### src/rtl/bcd_a_binario.sv
// Iterative packed-BCD to unsigned binary converter: one digit per clock,
// most-significant digit first, with start/busy/done handshake and digit check.
module bcd_a_binario #(
  parameter int N = 3
) (
  input  logic                     clk,
  input  logic                     rst,
  input  logic                     start,
  input  logic [N*4-1:0]           bcd_in,
  output logic                     busy,
  output logic                     done,
  output logic [$clog2(10**N)-1:0] bin_out,
  output logic                     err
);

  localparam int W  = $clog2(10**N);
  localparam int AW = W + 4;
  localparam int CW = $clog2(N + 1);

  typedef enum logic [0:0] {
    IDLE = 1'b0,
    CONV = 1'b1
  } state_t;

  // Times ten as shift-and-add; the caller guarantees no meaningful carry out.
  function automatic logic [AW-1:0] mul10(input logic [AW-1:0] a);
    return (a << 3'd3) + (a << 3'd1);
  endfunction

  function automatic logic digit_bad(input logic [3:0] d);
    return (d > 4'd9);
  endfunction

  state_t          state_r, state_nx_s;
  logic [N*4-1:0]  sh_r, sh_nx_s;
  logic [AW-1:0]   acc_r, acc_nx_s, acc_step_s;
  logic [CW-1:0]   cnt_r, cnt_nx_s;
  logic            e_r, e_nx_s, e_step_s;
  logic            busy_r, busy_nx_s;
  logic            done_r, done_nx_s;
  logic [W-1:0]    bin_r, bin_nx_s;
  logic            err_r, err_nx_s;
  logic [3:0]      digit_s;
  logic            last_s;

  assign digit_s    = sh_r[N*4-1 -: 4];
  assign acc_step_s = mul10(acc_r) + {{(AW-4){1'b0}}, digit_s};
  assign e_step_s   = e_r | digit_bad(digit_s);
  assign last_s     = (cnt_r == CW'(N - 1));

  // Next-state and datapath update for the IDLE/CONV sequencer.
  always_comb begin
    state_nx_s = state_r;
    sh_nx_s    = sh_r;
    acc_nx_s   = acc_r;
    cnt_nx_s   = cnt_r;
    e_nx_s     = e_r;
    busy_nx_s  = busy_r;
    done_nx_s  = 1'b0;
    bin_nx_s   = bin_r;
    err_nx_s   = err_r;
    case (state_r)
      IDLE: begin
        if (start) begin
          sh_nx_s    = bcd_in;
          acc_nx_s   = {AW{1'b0}};
          cnt_nx_s   = {CW{1'b0}};
          e_nx_s     = 1'b0;
          busy_nx_s  = 1'b1;
          state_nx_s = CONV;
        end else begin
          state_nx_s = IDLE;
        end
      end
      CONV: begin
        sh_nx_s  = sh_r << 4'd4;
        acc_nx_s = acc_step_s;
        e_nx_s   = e_step_s;
        cnt_nx_s = cnt_r + {{(CW-1){1'b0}}, 1'b1};
        if (last_s) begin
          // An invalid digit anywhere discards the accumulated value.
          bin_nx_s   = e_step_s ? {W{1'b0}} : acc_step_s[W-1:0];
          err_nx_s   = e_step_s;
          done_nx_s  = 1'b1;
          busy_nx_s  = 1'b0;
          state_nx_s = IDLE;
        end else begin
          state_nx_s = CONV;
        end
      end
      default: begin
        state_nx_s = IDLE;
        busy_nx_s  = 1'b0;
      end
    endcase
  end

  // State and output registers, cleared asynchronously by rst low.
  always_ff @(posedge clk or negedge rst) begin
    if (!rst) begin
      state_r <= IDLE;
      sh_r    <= {(N*4){1'b0}};
      acc_r   <= {AW{1'b0}};
      cnt_r   <= {CW{1'b0}};
      e_r     <= 1'b0;
      busy_r  <= 1'b0;
      done_r  <= 1'b0;
      bin_r   <= {W{1'b0}};
      err_r   <= 1'b0;
    end else begin
      state_r <= state_nx_s;
      sh_r    <= sh_nx_s;
      acc_r   <= acc_nx_s;
      cnt_r   <= cnt_nx_s;
      e_r     <= e_nx_s;
      busy_r  <= busy_nx_s;
      done_r  <= done_nx_s;
      bin_r   <= bin_nx_s;
      err_r   <= err_nx_s;
    end
  end

  assign busy    = busy_r;
  assign done    = done_r;
  assign bin_out = bin_r;
  assign err     = err_r;

endmodule

### config.mk
export PLATFORM = sky130hd
export DESIGN_NAME = bcd_a_binario
export DESIGN_NICKNAME = d
export VERILOG_FILES = /design/src/rtl/bcd_a_binario.sv
export SDC_FILE = /design/constraint.sdc
export NUM_CORES = 1
export LEC_CHECK = 0
export BUFFER_PORTS_ARGS = -buffer_cell sky130_fd_sc_hd__clkbuf_2
export CAP_MARGIN = 10
export CORE_MARGIN = 4
export CORE_UTILIZATION = 25
export CTS_BUF_LIST = sky130_fd_sc_hd__clkbuf_16
export CTS_CLUSTER_SIZE = 28
export DETAILED_ROUTE_END_ITERATION = 12
export PLACE_DENSITY_LB_ADDON = 0.12
export SYNTH_ARGS = -nofsm -noshare
export SYNTH_HDL_FRONTEND = slang
export SYNTH_SLANG_ARGS = --single-unit
### constraint.sdc
create_clock -name clk -period 7.6 [get_ports clk]
set_clock_uncertainty 0.05 [all_clocks]
set_input_delay 1.52 -clock clk [delete_from_list [all_inputs] [get_ports clk]]
set_output_delay 1.52 -clock clk [all_outputs]
set_load 0.1 [all_outputs]
==> out/summary.log <==
[worst_setup_path] Worst Path Required 6.03 ns
[worst_setup_path] critical path peak fanout 3
[outcome] outcome completed
[grt] antenna violations before repair 0
[worst_setup_path] WS Path Type reg -> out
[floorplan] Initial Util 25.54%
[cells_and_area] count of non-filler cells in the finished layout 308
[detailed_routing] detail-routed via count per cell 4.542
[placement] Post-DP Area 2201 um^2
[timing] setup repair after global routing missed its margin no
[placement] detailed placement HPWL 3104 um
[cts] number of CTS-inserted buffers 5
[yosys] Synthesis Warnings 0
[yosys] Post-Syn Instances 180
[cells_and_area] final design area excluding fillers 2330 um^2
[cts] clock transition at the registers of the reported paths 0.05 ns
[worst_setup_path] slowest cell on the critical path sky130_fd_sc_hd__clkbuf_2
[flow_run] maximum capacitance violations 0
[worst_setup_path] arrival time worst endpoint 1.10 ns
[worst_setup_path] Largest stage delay, worst path 0.47 ns
[cts] # H-tree levels 2
[detailed_routing] number of antenna-violating nets in the routed design 0
[cts] clock tree from TritonCTS yes
[placement] Setup WS pre-CTS 4.688 ns
[grt] layer with the highest usage after global routing met2
[timing] total setup violations reported at the end of the flow 0
[grt] met2 track demand over resource 15.18%
[grt] met1 capacity usage during global routing 13.20%
[timing] final worst-path setup slack 4.926 ns
[cts] Gates resized, CTS repair 0
[detailed_routing] average wire per standard cell 14.13 um
[floorplan] horizontal die dimension 96.62 um
[timing] transition time at the pin with the least slew margin 0.9754 ns
[yosys] mean post-synth cell area 10.91 um^2
[cells_and_area] count of antenna diodes in the layout 0
[detailed_routing] DRT iter0 DRCs 59
[yosys] Mapped Area 1963 um^2
[grt] aggregate global routing overflow 0
[placement] count of input and output buffers 27
[yosys] Netlist cell types 36
[timing] total negative setup slack 0 ns
[grt] wire length of the first global-routing pass 7383 um
[worst_setup_path] startpoint types flop
[placement] Routability Congestion 0.7264
[worst_setup_path] CP Cell Sequence clkbuf_2
[yosys] number of storage elements in the synthesis netlist 38
[floorplan] placement row count 32
[cells_and_area] fill cell count 828
[cells_and_area] signed area change from the synthesized netlist to the final layout 18.67%
[cts] Post-CTS Setup Repair Bufs 0
[detailed_routing] number of detailed-routing iterations run before antenna repair 4
[grt] global routing met3 resource utilization 2.884%
[worst_setup_path] delay-heaviest family, CP buffers and inverters
[worst_hold_path] classification of the worst-slack hold path reg -> reg
[detailed_routing] wire length after detailed routing 4353 um
[floorplan] number of top-level pins 28
[grt] total routing usage reported by global routing 10.01%
[placement] DP Cell Count 302
[cells_and_area] Final #Nets 239
[timing] ratio of final minimum period to clock period 35.19%
[grt] vias in the first global route 1401
[cts] cell at the root of the clock tree sky130_fd_sc_hd__clkbuf_16
[timing] worst relative slew slack 34.97%
[yosys] number of nets in the synthesized netlist 212
[grt] pin count of the biggest net entering global routing 39
[yosys] register area share after synthesis 48.44%
[cts] number of clock sinks 38
[cts] maximum number of buffers from clock root to sink 2
[floorplan] die span in y 96.62 um
[timing] highest achievable clock rate 374.0 MHz
[detailed_routing] post-route DRC violation count 0
[timing] Final Hold Viols 0
[worst_setup_path] CP Capture Type primary output
[timing] max-slew violation count 0
[floorplan] Std-Cell Core Area 7687 um^2
[cells_and_area] proportion of layout cells with a drive suffix above 1 18.93%
[detailed_routing] number of vias after detailed routing 1399
[worst_setup_path] crit path buf inv count 1
[cts] cts hold-fix bufs 0
[timing] final worst path period need 2.674 ns
[cts] clock latency on the worst-skew pair 0.28 ns
[floorplan] floorplan die area 9334 um^2
==> flip-flops by register name (all words and copies together), names as in the netlist <==
signal and count:
done 1, bin_out 10, err 1, sh_r 12
busy 1, acc_r 9, state_r 1, cnt_r 2
e_r 1
==> placed cells by master, fill, tap and decap left out, types with 3 or more instances in the layout <==
cell	synthesis	layout
sky130_fd_sc_hd__nand2_1	17	17
sky130_fd_sc_hd__a21oi_1	3	3
sky130_fd_sc_hd__dfrtp_1	38	38
sky130_fd_sc_hd__ha_1	15	15
sky130_fd_sc_hd__a22o_1	12	12
sky130_fd_sc_hd__clkbuf_16	0	5
sky130_fd_sc_hd__mux2i_1	12	12
sky130_fd_sc_hd__clkbuf_2	0	27
sky130_fd_sc_hd__nor2_1	10	10
sky130_fd_sc_hd__inv_1	13	13
sky130_fd_sc_hd__o21a_1	3	3
sky130_fd_sc_hd__o21ai_0	17	17
==> cell type report <==
cell class | count | area [um^2] | share of cell area (%)
flip-flops and latches | 38 | 950.9 | 40.82
inverters | 13 | 48.80 | 2.095
clock inverters | 1 | 3.754 | 0.1611
clock buffers | 5 | 125.1 | 5.371
multi-input cells | 121 | 930.9 | 39.96
well taps | 102 | 127.6 | 5.478
repair buffers | 28 | 142.6 | 6.122
==> kinds of logic (layout without fill, tap and decap cells) <==
family | Yosys count | after routing | share of synthesized area (%)
AO/OA/AOI/OAI | 50 | 50 | 18.29
AND/OR/NAND/NOR | 39 | 39 | 9.370
flip-flops | 38 | 38 | 48.44
buffers and inverters | 21 | 47 | 4.143
adder cells (fa/ha/maj) | 17 | 17 | 11.60
multiplexers | 12 | 12 | 6.119
XOR/XNOR | 3 | 3 | 2.040
==> stage by stage <==
step	hold slack [ns]	util, %
after floorplan	0.3743	-
after detailed placement	0.3992	28.63
final	0.4002	30.31
after CTS	0.4081	30.31
after global placement	0.3973	28.63
after global routing	0.4237	30.31
==> cell usage after synthesis (all sizes together) <==
master,instances,share of area (%)
a21oi,3,0.76
fa,2,2.0
and2,1,0.32
nor2b,1,0.32
o311a,1,0.57
a211o,1,0.45
a21o,2,0.76
nor2,10,1.9
xnor3,1,1.1
dfrtp,38,48
o22ai,1,0.32
o31a,1,0.45
o221ai,2,0.89
xnor2,2,0.89
a22o,12,5.4
o211ai,2,0.76
nand2,17,3.3
clkbuf,6,1.1
or4,1,0.38
buf,2,0.51
mux2i,12,6.1
a211oi,1,0.64
o21bai,1,0.38
nor3,2,0.76
o21ai,17,4.3
inv,13,2.5
nor4,2,0.96
ha,15,9.6
or2,2,0.64
nand3,2,0.51
a32o,2,1.0
o21a,3,1.1
or3,1,0.32
o22a,1,0.45
==> path summary, 6_finish.rpt <==
path                       slack, ns    endpoint  depth (start not counted)  startpoint
min in group asynchronous       1.33  bin_out[8]                          1         rst
hold reg to reg                 0.40    cnt_r[0]                          1    cnt_r[0]
max in group asynchronous       5.55     sh_r[2]                          1         rst
hold / removal                  0.40    cnt_r[0]                          1    cnt_r[0]
setup reg to reg                4.98  bin_out[9]                          8    sh_r[11]
setup / recovery                4.93        busy                          1        busy
==> routing by layer <==
metal / wire, um / vias up
met5: 0 / -
met4: 89 / 0
met3: 196 / 7
met2: 1987 / 27
met1: 2080 / 662
li1: - / 703
Power is left out: the tool's default activity adds up to more than one toggle a clock period on the data nets, which glitch-free logic cannot reach.
